[config.mk]
export PLATFORM = sky130hd
export DESIGN_NAME = ring_flasher_param_flat
export DESIGN_NICKNAME = d
export VERILOG_FILES = /design/src/rtl/ring_flasher_param_if.sv /design/src/rtl/ring_flasher_param.sv /design/src/flat_wrapper.sv
export SDC_FILE = /design/constraint.sdc
export NUM_CORES = 1
export LEC_CHECK = 0
export BUFFER_PORTS_ARGS = -buffer_cell sky130_fd_sc_hd__buf_2
export CAP_MARGIN = 20
export CORE_ASPECT_RATIO = 1.1
export CORE_MARGIN = 2
export CORE_UTILIZATION = 30
export DETAILED_ROUTE_END_ITERATION = 10
export PLACE_DENSITY = 0.47
export SLEW_MARGIN = 20
export SYNTH_ARGS = -nofsm -noshare
export SYNTH_HDL_FRONTEND = slang
export SYNTH_SLANG_ARGS = --single-unit
[constraint.sdc]
create_clock -name clk -period 3.8 [get_ports clk]
set_input_delay 0.76 -clock clk [delete_from_list [all_inputs] [get_ports clk]]
set_output_delay 0.76 -clock clk [all_outputs]
set_load 0.005 [all_outputs]
[src/rtl/ring_flasher_param_if.sv]
// Control and status bundle for the ring sequencer.
// The master side (button/timer logic) drives start, stop and dir.
// The slave side (the sequencer) returns the LED drive and run status.
interface ring_flasher_param_if #(
  parameter int N_LEDS = 16
);
  logic              start;
  logic              stop;
  logic              dir;
  logic [N_LEDS-1:0] led;
  logic              busy;
  logic              done;
  logic              timeout;
  logic [2:0]        phase;

  modport master (
    output start, stop, dir,
    input  led, busy, done, timeout, phase
  );

  modport slave (
    input  start, stop, dir,
    output led, busy, done, timeout, phase
  );
endinterface

[src/rtl/ring_flasher_param.sv]
// Parametrised ring LED sequencer.
// A fill phase lays a segment forward and erases part of it backward.
// A toggle phase then XORs the segment forward and backward until the ring
// is dark or the toggle-round limit is reached.
// Every step except the IDLE->FWD launch waits for a prescaler tick.
module ring_flasher_param #(
  parameter int N_LEDS            = 16,
  parameter int SEG_LEN           = 8,
  parameter int BACK_LEN          = 4,
  parameter int FILL_CYCLES       = 3,
  parameter int MAX_TOGGLE_ROUNDS = 8,
  parameter int TICK_DIV          = 1
) (
  input  logic                 clk,
  input  logic                 rst,
  ring_flasher_param_if.slave  bus
);

  localparam int PTR_W  = $clog2(N_LEDS);
  localparam int CNT_W  = $clog2(SEG_LEN + 1);
  localparam int RMAX   = (FILL_CYCLES > MAX_TOGGLE_ROUNDS) ? FILL_CYCLES : MAX_TOGGLE_ROUNDS;
  localparam int RND_W  = $clog2(RMAX + 1);
  localparam int PRE_W  = (TICK_DIV > 1) ? $clog2(TICK_DIV) : 1;
  localparam logic [PTR_W-1:0] LAST = PTR_W'(N_LEDS - 1);

  typedef enum logic [2:0] {
    IDLE  = 3'd0,
    FWD   = 3'd1,
    BWD   = 3'd2,
    TFWD  = 3'd3,
    TBWD  = 3'd4,
    CHECK = 3'd5
  } state_t;

  state_t            state_q, state_n;
  logic [PTR_W-1:0]  ptr_q, ptr_n;
  logic [CNT_W-1:0]  cnt_q, cnt_n;
  logic [RND_W-1:0]  rounds_q, rounds_n;
  logic [PRE_W-1:0]  pre_q, pre_n;
  logic [N_LEDS-1:0] led_q, led_n;
  logic              dir_q, dir_n;
  logic              busy_q;
  logic              done_q, done_n;
  logic              timeout_q, timeout_n;

  logic              tick;
  logic [PTR_W-1:0]  ptr_up, ptr_down, ptr_plus, ptr_minus;

  assign tick = (pre_q == PRE_W'(TICK_DIV - 1));

  // Ring neighbours use an explicit compare so non-power-of-2 rings wrap correctly.
  assign ptr_up    = (ptr_q == LAST) ? '0 : ptr_q + 1'b1;
  assign ptr_down  = (ptr_q == '0) ? LAST : ptr_q - 1'b1;
  assign ptr_plus  = dir_q ? ptr_down : ptr_up;
  assign ptr_minus = dir_q ? ptr_up : ptr_down;

  // State and datapath registers, synchronous active-high reset.
  always_ff @(posedge clk) begin
    // NOTE: sequential state uses <= so every flop samples pre-edge values.
    if (rst) begin
      state_q   <= IDLE;
      ptr_q     <= '0;
      cnt_q     <= '0;
      rounds_q  <= '0;
      pre_q     <= '0;
      led_q     <= '0;
      dir_q     <= 1'b0;
      busy_q    <= 1'b0;
      done_q    <= 1'b0;
      timeout_q <= 1'b0;
    end else begin
      state_q   <= state_n;
      ptr_q     <= ptr_n;
      cnt_q     <= cnt_n;
      rounds_q  <= rounds_n;
      pre_q     <= pre_n;
      led_q     <= led_n;
      dir_q     <= dir_n;
      busy_q    <= (state_n != IDLE);
      done_q    <= done_n;
      timeout_q <= timeout_n;
    end
  end

  // Next-state and next-datapath decode.
  always_comb begin
    // NOTE: every variable gets a default first so no path can infer a latch.
    state_n   = state_q;
    ptr_n     = ptr_q;
    cnt_n     = cnt_q;
    rounds_n  = rounds_q;
    pre_n     = '0;
    led_n     = led_q;
    dir_n     = dir_q;
    done_n    = 1'b0;
    timeout_n = timeout_q;

    if (state_q == IDLE) begin
      led_n = '0;
      if (bus.start && !bus.stop) begin
        dir_n     = bus.dir;
        ptr_n     = bus.dir ? LAST : '0;
        cnt_n     = '0;
        rounds_n  = '0;
        timeout_n = 1'b0;
        state_n   = FWD;
      end
    end else if (bus.stop) begin
      led_n   = '0;
      state_n = IDLE;
    end else begin
      pre_n = tick ? '0 : pre_q + 1'b1;
      if (tick) begin
        case (state_q)
          FWD, TFWD: begin
            if (32'(cnt_q) < SEG_LEN) begin
              led_n[ptr_q] = (state_q == FWD) ? 1'b1 : ~led_q[ptr_q];
              ptr_n        = ptr_plus;
              cnt_n        = cnt_q + 1'b1;
            end else begin
              ptr_n   = ptr_minus;
              cnt_n   = CNT_W'(BACK_LEN);
              state_n = (state_q == FWD) ? BWD : TBWD;
            end
          end
          BWD, TBWD: begin
            if (cnt_q != '0) begin
              led_n[ptr_q] = (state_q == BWD) ? 1'b0 : ~led_q[ptr_q];
              ptr_n        = ptr_minus;
              cnt_n        = cnt_q - 1'b1;
            end else begin
              ptr_n = ptr_plus;
              cnt_n = '0;
              if (state_q == TBWD) begin
                rounds_n = rounds_q + 1'b1;
                state_n  = CHECK;
              end else if ((32'(rounds_q) + 1) < FILL_CYCLES) begin
                rounds_n = rounds_q + 1'b1;
                state_n  = FWD;
              end else begin
                rounds_n = '0;
                state_n  = TFWD;
              end
            end
          end
          CHECK: begin
            if (led_q == '0) begin
              done_n  = 1'b1;
              state_n = IDLE;
            end else if (32'(rounds_q) == MAX_TOGGLE_ROUNDS) begin
              led_n     = '0;
              timeout_n = 1'b1;
              done_n    = 1'b1;
              state_n   = IDLE;
            end else begin
              state_n = TFWD;
            end
          end
          default: state_n = IDLE;
        endcase
      end
    end

    if (state_n == IDLE) pre_n = '0;
  end

  assign bus.led     = led_q;
  assign bus.busy    = busy_q;
  assign bus.done    = done_q;
  assign bus.timeout = timeout_q;
  assign bus.phase   = state_q;

endmodule

[src/flat_wrapper.sv]
// flat-port wrapper written by rule: the top's interface ports become plain ports
module ring_flasher_param_flat 
#(
  parameter int N_LEDS            = 16,
  parameter int SEG_LEN           = 8,
  parameter int BACK_LEN          = 4,
  parameter int FILL_CYCLES       = 3,
  parameter int MAX_TOGGLE_ROUNDS = 8,
  parameter int TICK_DIV          = 1
)
  (clk, rst, bus_start, bus_stop, bus_dir, bus_led, bus_busy, bus_done, bus_timeout, bus_phase);
  ring_flasher_param_if #(.N_LEDS(N_LEDS)) bus_i ();
  input  logic clk;
  input  logic rst;
  input wire logic [$bits(bus_i.start)-1:0] bus_start;
  input wire logic [$bits(bus_i.stop)-1:0] bus_stop;
  input wire logic [$bits(bus_i.dir)-1:0] bus_dir;
  output wire logic [$bits(bus_i.led)-1:0] bus_led;
  output wire logic [$bits(bus_i.busy)-1:0] bus_busy;
  output wire logic [$bits(bus_i.done)-1:0] bus_done;
  output wire logic [$bits(bus_i.timeout)-1:0] bus_timeout;
  output wire logic [$bits(bus_i.phase)-1:0] bus_phase;
  assign bus_i.start = bus_start;
  assign bus_i.stop = bus_stop;
  assign bus_i.dir = bus_dir;
  assign bus_led = bus_i.led;
  assign bus_busy = bus_i.busy;
  assign bus_done = bus_i.done;
  assign bus_timeout = bus_i.timeout;
  assign bus_phase = bus_i.phase;
  ring_flasher_param #(.N_LEDS(N_LEDS), .SEG_LEN(SEG_LEN), .BACK_LEN(BACK_LEN), .FILL_CYCLES(FILL_CYCLES), .MAX_TOGGLE_ROUNDS(MAX_TOGGLE_ROUNDS), .TICK_DIV(TICK_DIV)) u_core (.clk(clk), .rst(rst), .bus(bus_i));
endmodule
==> summary.md <==
| Metric | Value |
|---|---|
| Library cells used by synthesis | `71` |
| Crit. End Element | `register` |
| Most frequent cells in the layout | `54 x nand2_1, 36 x dfxtp_1, 26 x buf_2` |
| Mapped Cells | `331` |
| Max-Cap Viols | `0` |
| CTS buffer count | `5` |
| NumNets Final | `353` |
| # fillers | `937` |
| CP Max Fanout | `18` |
| H-tree levels | `2` |
| Peak VDD IR | `0.108 mV` |
| Post-synth top flop | `dfxtp_1` |
| R2r setup slk | `0.99 ns` |
| Hold Path Stages | `2` |
| Final worst slack | `0.988 ns` |
| Number of gates resized after cts | `0` |
| Slew Limit Fails | `0` |
| Total gr overflow | `0` |
| Pwr/cell area | `280 mW/mm^2` |
| First-pass GRT wire length | `12000 um` |
| Iter 0 DRT Violations | `135` |
| Die span in x | `92.8 um` |
| Worst reg2reg path startpoint | `u_core.bus.phase[0]$_SDFF_PP0_` |
| Hold Crit Class | `register to register` |
| Worst-Skew Late Latency | `0.29 ns` |
| Unrepaired setup endpoints after global routing | `false` |
| Layout cells sized above 1 | `15.1%` |
| Register area | `721 um^2` |
| Async SR Flop Fraction | `0%` |
| CORE AREA | `0.00841 mm^2` |
| Clk buf depth | `2` |
| Post-route DRC | `0` |
| Num rows | `35` |
| Die area | `0.00944 mm^2` |
| Fin crit share | `74.0%` |
| DR WL/cell | `16.2 um` |
| Hold Path End | `u_core.rounds_q[3]$_SDFFE_PP0P_` |
| Relative slew slack | `41.9%` |
| Vias in the first global route | `2389` |
| Commonest non-fill, non-tap cell in the layout | `nand2_1` |
| Area growth, synth to finish | `9.33%` |
| Pin count of the biggest net entering global routing | `21` |
| Seq cells post-synth | `36` |
| Startpoint Class | `register` |
| Clock skew | `0.00536 ns` |
| Overall power | `0.798 mW` |
| Critical path type | `register to register` |
| Clock sink total | `36` |
| Endpoints failing hold | `0` |
| Worst Hold Launch | `u_core.rounds_q[3]$_SDFFE_PP0P_` |
| R2R cell count | `6` |
| Status | `finished clean` |
| Int Pwr | `0.582 mW` |
| Synth top area share | `27.7%` |
| Vias post-DR | `2471` |
| Die H | `102 um` |
| Pre-Repair DR Iteration Count | `4` |
| Area of the multi-input gates | `0.00170 mm^2` |
| Seq/Total Area, Yosys | `27.7%` |
| ANT cells | `0` |
| Syn Nets | `347` |
| Vias per inst | `5.52` |
| Post-CTS setup buffers | `0` |
| CTS tree | `yes` |
| Hold_buf cts | `0` |
| Warnings from Yosys | `0` |
| Antenna violations before repair | `0` |
| Peak Freq | `356 MHz` |
| Leakage | `1.15 nW` |
| Antenna viol nets, final | `0` |
| Post-layout min period | `2.81 ns` |
| Number of port buffers | `26` |
| Largest cells by area after synthesis | `dfxtp_1 28%, nand2_1 7.8%, ha_1 5.3%` |
| Switching share of power | `27.0%` |
| EDFF count, synth | `0` |
| Syn avg cell area | `7.86 um^2` |
| # setup viols final | `0` |
| Total track usage | `16.0%` |
| Ports | `27` |
| Initial Util | `31.0%` |
| Sw Pwr | `0.216 mW` |
| Final wirelength | `7240 um` |
| Worst Hold Slack | `0.515 ns` |
| Root Driver | `clkbuf_8` |
| Comb power frac | `12.3%` |
| Placer Congestion | `0.835` |
| Clk slew on worst S/H paths | `0.07 ns` |
| Hpwl dp | `5220 um` |
| CP required | `4.03 ns` |
| Mapped Area | `0.00260 mm^2` |
| Worst-Margin Slew | `0.867 ns` |
| DP Worst Slack | `1.06 ns` |
| Setup_tns | `0 ns` |
| Clock share of power | `37.8%` |
| Yosys top cell by area | `dfxtp_1` |
| Register share of total power | `49.9%` |
| Critical path arrival | `3.04 ns` |
[cells in the mapped netlist (all sizes together), types with 6 or more instances]
cell    number
nand2       54
dfxtp       36
a21oi       19
clkbuf      19
a31oi       18
nor2        16
o21ai       15
ha          11
inv         11
a31o        10
buf         10
nand3        8
nor3         8
and3         6
[through the flow]
step	cell area [um^2]	utilization (%)	std cells
2_1_floorplan	2600	-	331
3_3_place_gp	2750	32.6	441
3_5_place_dp	2750	32.6	441
4_1_cts	2840	33.8	448
5_1_grt	2850	33.8	448
6_report	2850	33.8	448
[routing by layer]
| layer | vias to the layer above | GRT usage [%] | routed length, um |
|---|---|---|---|
| li1 | 1226 | - | - |
| met1 | 1153 | 20.2 | 3230 |
| met2 | 90 | 27.8 | 3510 |
| met3 | 2 | 2.60 | 481 |
| met4 | 0 | 5.77 | 16 |
| met5 | - | 0 | 0 |
[critical path: stages (launching register included)]
cell and delay (ns):
dfxtp_1 0.66, clkinv_1 0.39, a31oi_1 0.28, o21a_1 0.16
buf_4 0.23, nor4b_4 0.76, a32o_1 0.28
[worst max-delay path by stage]
stage | startpoint | depth (start not counted) | slack, ns | end
after floorplan | u_core.ptr_q[0]$_SDFFE_PP0P_ | 9 | 1.69 | register
after global placement | u_core.bus.phase[0]$_SDFF_PP0_ | 6 | 1.11 | register
after detailed placement | u_core.bus.phase[0]$_SDFF_PP0_ | 6 | 1.06 | register
after CTS | u_core.bus.phase[0]$_SDFF_PP0_ | 6 | 1.02 | register
after global routing | u_core.bus.phase[0]$_SDFF_PP0_ | 6 | 0.78 | register
final | u_core.bus.phase[0]$_SDFF_PP0_ | 6 | 0.99 | register
[final cells by class]
cell class              count  area share, %
repair buffers             28           5.10
multi-input cells         254           59.7
flip-flops and latches     36           25.3
inverters                  12           1.58
clock buffers               7           3.39
well taps                 111           4.88
[cell families (layout without fill, tap and decap cells)]
group	count (synthesis)	after routing	synth area share, %
xor+xnor	4	4	2.16
mux	7	7	5.38
fa+ha+maj	11	11	5.29
other cells	1	1	0.144
buf+inv	41	47	7.16
compound gates	93	93	24.4
simple gates	138	138	27.8
flops	36	36	27.7
[power by group through the flow]
stage	sequential, mW	combinational (mW)	clock [mW]
6_report	0.398	0.0980	0.302
5_1_grt	0.399	0.110	0.327
4_1_cts	0.398	0.0981	0.315
3_5_place_dp	0.406	0.0976	0
3_3_place_gp	0.406	0.0993	0
2_1_floorplan	0.396	0.0852	0
Note: power is estimated with default switching activity, not from simulation.
